--- src/rtl/stall_flush_ctrl.sv ---
// Central hazard controller for the 5-stage MIPS pipeline.
// Produces PC / F/D enables and F/D, D/E, E/M flushes from Tuse/Tnew data
// hazards, a mult/div busy countdown and the stage-M exception request.
module stall_flush_ctrl #(
    parameter int unsigned MULT_CYCLES = 5,
    parameter int unsigned DIV_CYCLES  = 10,
    parameter int unsigned CNT_W       = 4
) (
    input  logic       clk,
    input  logic       reset,
    input  logic [4:0] d_rs,
    input  logic [4:0] d_rt,
    input  logic [1:0] d_tuse_rs,
    input  logic [1:0] d_tuse_rt,
    input  logic       d_is_md,
    input  logic [4:0] e_wa,
    input  logic [1:0] e_tnew,
    input  logic [4:0] m_wa,
    input  logic [1:0] m_tnew,
    input  logic       e_md_start,
    input  logic       e_md_div,
    input  logic       m_exc_req,
    output logic       pc_en,
    output logic       fd_en,
    output logic       fd_flush,
    output logic       de_flush,
    output logic       em_flush,
    output logic       md_busy
);

    logic [CNT_W-1:0] cnt;
    logic             cnt_nz;
    logic             stall_rs;
    logic             stall_rt;
    logic             stall_md;
    logic             stall;

    assign cnt_nz = (cnt != '0);

    // Busy countdown: loads on an accepted mult/div start, then runs down to zero.
    // A start seen while counting is ignored; an exception blocks a new start
    // but never cancels a count already in progress.
    always_ff @(posedge clk or negedge reset) begin
        if (!reset) begin
            cnt <= '0;
        end else if (e_md_start && !m_exc_req && !cnt_nz) begin
            cnt <= e_md_div ? CNT_W'(DIV_CYCLES) : CNT_W'(MULT_CYCLES);
        end else if (cnt_nz) begin
            cnt <= cnt - 1'b1;
        end
    end

    // Hazard detection: a source stalls when its producer in E or M delivers
    // later than the consumer needs it. Tuse=3 can never be below a 2-bit Tnew.
    always_comb begin
        stall_rs = (d_rs != '0) &&
                   (((d_rs == e_wa) && (d_tuse_rs < e_tnew)) ||
                    ((d_rs == m_wa) && (d_tuse_rs < m_tnew)));
        stall_rt = (d_rt != '0) &&
                   (((d_rt == e_wa) && (d_tuse_rt < e_tnew)) ||
                    ((d_rt == m_wa) && (d_tuse_rt < m_tnew)));
        stall_md = d_is_md && (e_md_start || cnt_nz);
        stall    = stall_rs || stall_rt || stall_md;
    end

    // Output decode: reset forces a full flush, exception overrides stall.
    always_comb begin
        pc_en    = 1'b1;
        fd_en    = 1'b1;
        fd_flush = 1'b0;
        de_flush = 1'b0;
        em_flush = 1'b0;
        md_busy  = reset && cnt_nz;
        if (!reset) begin
            pc_en    = 1'b0;
            fd_en    = 1'b0;
            fd_flush = 1'b1;
            de_flush = 1'b1;
            em_flush = 1'b1;
        end else if (m_exc_req) begin
            fd_flush = 1'b1;
            de_flush = 1'b1;
            em_flush = 1'b1;
        end else if (stall) begin
            pc_en    = 1'b0;
            fd_en    = 1'b0;
            de_flush = 1'b1;
        end
    end

endmodule

--- config.mk ---
export PLATFORM = sky130hd
export DESIGN_NAME = stall_flush_ctrl
export DESIGN_NICKNAME = d
export VERILOG_FILES = /design/src/rtl/stall_flush_ctrl.sv
export SDC_FILE = /design/constraint.sdc
export NUM_CORES = 1
export LEC_CHECK = 0
export CAP_MARGIN = 25
export CORE_MARGIN = 2
export CORE_UTILIZATION = 39
export DETAILED_ROUTE_END_ITERATION = 10
export PLACE_DENSITY = 0.87
export SKIP_CTS_REPAIR_TIMING = 1
export SLEW_MARGIN = 10
export SYNTH_ARGS = -nofsm -noshare
export SYNTH_HDL_FRONTEND = slang
export SYNTH_SLANG_ARGS = --single-unit
--- constraint.sdc ---
create_clock -name clk -period 3.6 [get_ports clk]
set_input_delay 0.36 -clock clk [delete_from_list [all_inputs] [get_ports clk]]
set_output_delay 0.36 -clock clk [all_outputs]
set_load 0.03 [all_outputs]
==> flow_metrics.py, run 1 <==
metrics = {
    "cells_and_area": {
        "largest_register": "cnt",
        "top_regs": "cnt: 4 flops",
        "layout-drive-gt1-share": 0.02542,
        "largest_register_ffs": 4,
        "n_antenna_cell": 0,
        "area_delta_synth_final_pct": 65.36,
        "nets": 160,
    },
    "floorplan": {
        "start_util": 0.4195,
        "row_count": 14,
        "core_area_um2": 1524,
        "die_area_um2": 1979,
        "die-width_um": 44.49,
        "die_h_um": 44.49,
        "num_io_pins": 40,
    },
    "grt": {
        "antenna_found_initial": 0,
        "overflow": 0,
        "grtUsageTotal": 0.2327,
        "grt_max_degree": 9,
        "grt_pass1_wl_um": 3291,
        "grt_pass1_vias": 756,
    },
    "timing": {
        "slew_headroom": 0.5455,
        "layout_min_cycle_time_ns": 3.304,
        "timing.final.ws_setup_ns": 0.2955,
        "setup_viol": 0,
        "slew_viol_final": 0,
        "setup_tns_ns": 0,
        "finalHoldViolations": 0,
        "max_freq_ghz": 0.3026,
        "tightest_slew_ns": 0.6646,
        "post-route-period-util": 0.9179,
        "rsz0062_at_grt": "false",
        "finClkSkew_ns": 0.01421,
    },
    "detailed_routing": {
        "ant_nets": 0,
        "vias": 740,
        "wire_per_inst_um": 15.12,
        "dr.pass1.iters": 4,
        "avgViaCountPerCell": 5.522,
        "drt_iter0_drc": 9,
        "drc": 0,
        "finalWirelength_um": 2026,
    },
    "worst_setup_path": {
        "reg2reg_to": "cnt[0]",
        "crit_path_end_kind": "output port",
        "reg2regPathDepth": 5,
        "worstSetupStartpoint": "e_tnew[1]",
        "cp_max_fo": 2,
        "worst_ep_required_time_ns": 3.24,
        "path_class": "primary input to output port",
        "r2r_start": "cnt[0]",
        "r2r_slack_ns": 2.29,
        "worstPathArrival_ns": 2.94,
        "critPathCapture": "de_flush",
        "critical_path.startpoint_type": "primary input",
    },
    "synthesis": {
        "ys_types": 22,
        "yosysWarningCount": 0,
        "seq_area_frac_synth": 0.1566,
        "syn-num-nets": 118,
        "synth-seq-cells": 4,
        "syn_area_per_cell_um2": 8.197,
        "syn_area_um2": 639.4,
        "synthesis.instances": 78,
    },
    "clock_tree": {
        "cts_buffers": 3,
        "clockBufferDepth": 2,
        "clock-sinks": 4,
        "clkTransAtPathRegs_ns": 0.05,
        "ctsRootBufferMaster": "clkbuf_4",
        "clk_latency_ns": 0.25,
        "cts_tree": "yes",
        "htree_levels": 1,
    },
    "job": {
        "drv_cap": 0,
    },
    "placement": {
        "place_ws_ns": 0.2461,
        "dp_hpwl_um": 1768,
        "gp_congestion": 0.8646,
        "port_buffers": 39,
    },
    "power_and_ir_drop": {
        "power_density_nw_per_um2": 343.7,
        "peakVddDrop_mv": 0.1459,
        "power.leakage_nw": 0.4155,
    },
    "min_path": {
        "hold_path_class": "primary input to asynchronous set/reset pin",
    },
    "status": {
        "status": "complete, no violations",
    },
}
-- cell usage after synthesis --
library cell	number	share of area
buf_4	2	0.023
o31ai_1	3	0.035
a31oi_1	1	0.0098
ha_1	6	0.12
nor2b_1	1	0.0098
xnor2_1	13	0.18
nor3_1	1	0.0078
nand2_1	3	0.018
nor2_1	6	0.035
nand4_1	4	0.039
nand2b_1	6	0.059
inv_1	4	0.023
xor2_1	8	0.11
a2111oi_0	4	0.055
mux2i_1	1	0.016
and2_1	1	0.0098
or4_1	2	0.023
o21ai_0	1	0.0078
a21oi_1	5	0.039
or4b_1	1	0.016
a211oi_1	1	0.012
dfrtp_1	4	0.16
-- power by group --
group	switching, mW	internal, mW	total [mW]	leakage, nW
Combinational	0.101	0.107	0.207	0.354
Clock	0.0225	0.0375	0.0600	0.0138
Sequential	0.0259	0.0701	0.0960	0.0473
-- per-layer routing --
metal	part of all wire	up-vias	track usage	wire, um
met5	0	-	0	0
met4	0.028	0	0.1212	56
met3	0.054	9	0.03265	109
met2	0.55	31	0.4493	1115
met1	0.37	336	0.2347	744
li1	-	364	-	-
-- cells by family after synthesis --
kind of cell	synth area share
xor+xnor	0.2877
buf+inv	0.04695
compound gates	0.1585
fa+ha+maj	0.1174
simple gates	0.2172
flops	0.1566
mux	0.01566
-- final cells by class --
| type | count | area (um^2) |
|---|---|---|
| tap | 16 | 20.02 |
| sequential | 4 | 100.1 |
| timing repair buffer | 39 | 390.4 |
| inverter | 4 | 15.01 |
| fill | 128 | 466.7 |
| multi-input combinational | 68 | 509.2 |
| clock buffer | 3 | 22.52 |
-- worst min path at each step --
stage	depth (start not counted)	slack [ns]	from	end
final	1	0.37	reset	cnt[3]
after global routing	1	0.39	reset	cnt[3]
after CTS	1	0.38	reset	cnt[3]
after detailed placement	1	0.49	cnt[3]	cnt[3]
after global placement	1	0.47	cnt[3]	cnt[3]
after floorplan	0	0.06	reset	cnt[0]
-- layout by cell type, fill, tap and decap left out, drive strengths merged, types with 4 or more instances in the layout --
master / count
clkdlybuf4s50: 39
xnor2: 13
xor2: 8
nor2: 6
nand2b: 6
ha: 6
a21oi: 5
inv: 4
a2111oi: 4
nand4: 4
dfrtp: 4
-- worst max-delay path, cell delays in order --
cell and delay (ns):
clkdlybuf4s50_1 0.45, inv_1 0.05, ha_1 0.27, a2111oi_0 0.61
nand4_1 0.19, a21oi_1 0.20, or4b_1 0.14, clkdlybuf4s50_1 0.67
-- stage by stage --
step	area (um^2)	cells	hold slack, ns	total power [mW]	util
floorplan	639.4	78	0.06441	0.2137	-
global placement	1035	131	0.4699	0.2852	0.6790
detailed placement	1035	131	0.4909	0.2976	0.6790
CTS	1057	134	0.3809	0.3606	0.6938
global route	1057	134	0.3929	0.3892	0.6938
finish	1057	134	0.3675	0.3633	0.6938
(Power assumes the default switching activity.)
==> run 2: changes to the inputs <==
- RECOVER_POWER: not set -> 50
==> run 2 against run 1 <==
  * Final area unchanged
  * Global-route usage unchanged
  * Count of clock-buffer cells in the layout unchanged
  * Critical path depth unchanged
  * Wire length unchanged
  * Final cell count unchanged
  * Largest cell class unchanged
==> flow_metrics.py, run 2 (synthesis gave the netlist of run 1 again) <==
metrics = {
    "timing": {
        "rsz0062_at_grt": "false",
        "slew_viol_final": 0,
        "setup_tns_ns": 0,
        "setup_viol": 0,
        "layout_min_cycle_time_ns": 3.304,
        "slew_headroom": 0.5455,
        "tightest_slew_ns": 0.6646,
        "post-route-period-util": 0.9179,
        "finalHoldViolations": 0,
        "max_freq_ghz": 0.3026,
        "finClkSkew_ns": 0.01421,
        "timing.final.ws_setup_ns": 0.2955,
    },
    "placement": {
        "gp_congestion": 0.8646,
        "place_ws_ns": 0.2461,
        "port_buffers": 39,
        "dp_cells": 131,
        "dp_hpwl_um": 1768,
        "place_area_um2": 1035,
    },
    "detailed_routing": {
        "drc": 0,
        "avgViaCountPerCell": 5.522,
        "ant_nets": 0,
        "drt_iter0_drc": 9,
        "wire_per_inst_um": 15.12,
        "dr.pass1.iters": 4,
        "vias": 740,
        "finalWirelength_um": 2026,
    },
    "grt": {
        "grtUsageTotal": 0.2327,
        "grt_max_degree": 9,
        "antenna_found_initial": 0,
        "grt_pass1_vias": 756,
        "overflow": 0,
        "grt_pass1_wl_um": 3291,
    },
    "clock_tree": {
        "htree_levels": 1,
        "cts_tree": "yes",
        "cts_buffers": 3,
        "clk_latency_ns": 0.25,
        "clkTransAtPathRegs_ns": 0.05,
        "ctsRootBufferMaster": "clkbuf_4",
        "clockBufferDepth": 2,
        "clock-sinks": 4,
    },
    "cells_and_area": {
        "layout-drive-gt1-share": 0.02542,
        "layout_common_cells": "clkdlybuf4s50_1, xnor2_1, xor2_1",
        "n_antenna_cell": 0,
        "largest_register": "cnt",
        "top_regs": "cnt: 4 flops",
        "area_delta_synth_final_pct": 65.36,
        "largest_register_ffs": 4,
        "nets": 160,
        "fin_cells": 134,
        "layout_commonest_cell": "clkdlybuf4s50_1",
        "fin_area_um2": 1057,
    },
    "worst_setup_path": {
        "crit_path_end_kind": "output port",
        "worst_ep_required_time_ns": 3.24,
        "max_stage_delay_ns": 0.67,
        "worstSetupStartpoint": "e_tnew[1]",
        "r2r_start": "cnt[0]",
        "path_class": "primary input to output port",
        "path_depth": 8,
        "timing.critical_path.buf_inv": 3,
        "path_cells": "clkdlybuf4s50_1 -> inv_1 -> ha_1 -> a2111oi_0 -> nand4_1 -> a21oi_1 -> or4b_1 -> clkdlybuf4s50_1",
        "worstPathArrival_ns": 2.94,
        "reg2regPathDepth": 5,
        "crit_path_top_delay_cell": "clkdlybuf4s50_1",
        "reg2reg_to": "cnt[0]",
        "r2r_slack_ns": 2.29,
        "cpMostUsedCell": "clkdlybuf4s50_1",
        "critical_path.startpoint_type": "primary input",
        "cp_max_fo": 2,
        "critical-path-top-delay-family": "buffers and inverters",
    },
    "floorplan": {
        "die_h_um": 44.49,
        "start_util": 0.4195,
        "num_io_pins": 40,
        "core_area_um2": 1524,
        "row_count": 14,
        "die_area_um2": 1979,
        "die-width_um": 44.49,
    },
    "power_and_ir_drop": {
        "power_density_nw_per_um2": 343.5,
        "power.leakage_nw": 0.4158,
        "peakVddDrop_mv": 0.1459,
    },
    "min_path": {
        "hold_path_class": "primary input to asynchronous set/reset pin",
    },
    "status": {
        "status": "complete, no violations",
    },
    "job": {
        "drv_cap": 0,
    },
}
## run 2: worst register-to-register path: stages (launching register included)
cell and delay, ns:
dfrtp_1 0.42, inv_1 0.10, ha_1 0.20, nand2_1 0.18
a211oi_1 0.22, a21oi_1 0.06
## run 2: per-layer routing
| layer | GRT usage | wire length (um) | vias to the layer above |
|---|---|---|---|
| li1 | - | - | 364 |
| met1 | 0.2347 | 744 | 336 |
| met4 | 0.1212 | 56 | 0 |
| met2 | 0.4493 | 1115 | 31 |
| met5 | 0 | 0 | - |
| met3 | 0.03265 | 109 | 9 |
## run 2: worst max-delay path by stage
stage               end  slack, ns
2_1_floorplan     pc_en       1.08
3_3_place_gp   de_flush       0.40
3_5_place_dp   de_flush       0.25
4_1_cts        de_flush       0.24
5_1_grt        de_flush       0.03
6_report       de_flush       0.30
## run 2: report_power, final
group	internal, mW	total, mW	switching (mW)
logic	0.107	0.207	0.101
registers	0.0701	0.0960	0.0259
clock network	0.0375	0.0600	0.0225
## run 2: metrics by stage
| stage | utilization | hold slack (ns) | total power [mW] |
|---|---|---|---|
| 6_report | 0.6938 | 0.4379 | 0.3631 |
| 5_1_grt | 0.6938 | 0.4633 | 0.3890 |
| 4_1_cts | 0.6938 | 0.3809 | 0.3606 |
| 3_5_place_dp | 0.6790 | 0.4909 | 0.2976 |
| 3_3_place_gp | 0.6790 | 0.4699 | 0.2852 |
| 2_1_floorplan | - | 0.06441 | 0.2137 |
## run 2: layout make-up
| cell class | count | area, um^2 |
|---|---|---|
| Fill cell | 128 | 466.7 |
| Sequential cell | 4 | 100.1 |
| Timing Repair Buffer | 39 | 390.4 |
| Inverter | 4 | 15.01 |
| Clock buffer | 3 | 22.52 |
| Multi-Input combinational cell | 68 | 509.2 |
| Tap cell | 16 | 20.02 |
==> run 3: changes to the inputs <==
- CORE_MARGIN: 2 -> not set
- TNS_END_PERCENT: not set -> 5
==> run 3 against run 2 <==
  * Clock power about the same
  * Flip-flop and latch count unchanged
  * Total power decreased by 2.1%
  * Setup slack improved by 0.064 ns
  * Critical path depth unchanged
  * Sequential power decreased by 2.3%
  * Via count decreased by 6.1%
  * Maximum frequency increased by 2.0%
  * Count of clock-buffer cells in the layout unchanged
  * Final cell count unchanged
  * Die area decreased by 8.8%
==> flow_metrics.py, run 3 (synthesis gave the netlist of run 1 again) <==
metrics = {
    "power_and_ir_drop": {
        "power.leakage_nw": 0.4160,
        "power_density_nw_per_um2": 336.1,
        "finalPower_mw": 0.3554,
        "peakVddDrop_mv": 0.1467,
    },
    "placement": {
        "port_buffers": 39,
        "place_ws_ns": 0.3338,
        "gp_congestion": 0.9000,
        "dp_hpwl_um": 1556,
        "place_area_um2": 1035,
        "dp_cells": 131,
    },
    "worst_setup_path": {
        "r2r_slack_ns": 2.33,
        "crit_path_end_kind": "output port",
        "path_cells": "clkdlybuf4s50_1 -> inv_1 -> ha_1 -> a2111oi_0 -> nand4_1 -> a21oi_1 -> or4b_1 -> clkdlybuf4s50_1",
        "path_class": "primary input to output port",
        "cp_max_fo": 2,
        "max_stage_delay_ns": 0.67,
        "critical-path-top-delay-family": "buffers and inverters",
        "critical_path.startpoint_type": "primary input",
        "worstPathArrival_ns": 2.88,
        "path_depth": 8,
        "worst_ep_required_time_ns": 3.24,
        "reg2regPathDepth": 5,
        "r2r_start": "cnt[0]",
        "timing.critical_path.buf_inv": 3,
        "crit_path_top_delay_cell": "clkdlybuf4s50_1",
        "cpMostUsedCell": "clkdlybuf4s50_1",
        "worstSetupStartpoint": "m_tnew[1]",
    },
    "cells_and_area": {
        "area_delta_synth_final_pct": 65.36,
        "n_antenna_cell": 0,
        "fin_cells": 134,
        "fin_area_um2": 1057,
        "fillers": 130,
        "layout_common_cells": "clkdlybuf4s50_1, xnor2_1, xor2_1",
        "largest_register": "cnt",
        "layout-drive-gt1-share": 0.02542,
        "layout_commonest_cell": "clkdlybuf4s50_1",
        "nets": 160,
        "final_core_util": 0.6938,
        "top_regs": "cnt: 4 flops",
        "largest_register_ffs": 4,
    },
    "timing": {
        "finalHoldViolations": 0,
        "post-route-period-util": 0.9002,
        "setup_tns_ns": 0,
        "finClkSkew_ns": 0.005198,
        "rsz0062_at_grt": "false",
        "tightest_slew_ns": 0.5512,
        "setup_viol": 0,
        "layout_min_cycle_time_ns": 3.241,
        "hold_ws_ns": 0.4358,
        "max_freq_ghz": 0.3086,
        "slew_viol_final": 0,
        "timing.final.ws_setup_ns": 0.3594,
        "slew_headroom": 0.6231,
    },
    "floorplan": {
        "die_h_um": 42.49,
        "start_util": 0.4195,
        "die-width_um": 42.49,
        "num_io_pins": 40,
        "die_area_um2": 1805,
        "core_area_um2": 1524,
        "row_count": 14,
    },
    "grt": {
        "grt_pass1_vias": 700,
        "antenna_found_initial": 0,
        "grt_max_degree": 9,
        "grt_pass1_wl_um": 2987,
        "overflow": 0,
        "grtUsageTotal": 0.2168,
    },
    "detailed_routing": {
        "dr.pass1.iters": 4,
        "drt_iter0_drc": 15,
        "drc": 0,
        "avgViaCountPerCell": 5.187,
        "finalWirelength_um": 1787,
        "wire_per_inst_um": 13.34,
        "vias": 695,
        "ant_nets": 0,
    },
    "clock_tree": {
        "cts_tree": "yes",
        "htree_levels": 1,
        "clock-sinks": 4,
        "clk_latency_ns": 0.25,
        "cts_buffers": 3,
        "ctsRootBufferMaster": "clkbuf_4",
        "clockBufferDepth": 2,
        "clkTransAtPathRegs_ns": 0.04,
    },
    "status": {
        "status": "complete, no violations",
    },
    "job": {
        "drv_cap": 0,
    },
    "min_path": {
        "hold_path_class": "primary input to asynchronous set/reset pin",
    },
}
[run 3: cell count changes in the layout (fill, tap and decap cells not counted)]
| cell | before | now |
|---|---|---|
| dlygate4sd3_1 | 1 | 2 |
| clkdlybuf4s50_1 | 38 | 37 |
[run 3: layout make-up]
type | instances | area (um^2) | area share
well taps | 16 | 20.02 | 0.01893
multi-input cells | 68 | 509.2 | 0.4817
clock buffers | 3 | 22.52 | 0.02130
repair buffers | 39 | 390.4 | 0.3692
flip-flops and latches | 4 | 100.1 | 0.09467
inverters | 4 | 15.01 | 0.01420
[run 3: power by group]
| part | switching, mW | internal (mW) |
|---|---|---|
| clock network | 0.0222 | 0.0375 |
| logic | 0.0958 | 0.106 |
| registers | 0.0237 | 0.0701 |
| total | 0.142 | 0.214 |
[run 3: worst paths after layout]
check                           endpoint
worst max-delay path            de_flush
worst min-delay path              cnt[3]
worst max register to register    cnt[0]
worst min register to register    cnt[3]
max in group asynchronous         cnt[2]
min in group clk                  cnt[3]
[run 3: layer usage]
layer	up-vias	global-route usage	share of wire
met1	310	0.2715	0.44
met4	0	0.08125	0.0090
met2	21	0.3692	0.51
li1	362	-	-
met5	-	0	0
met3	2	0.03448	0.036
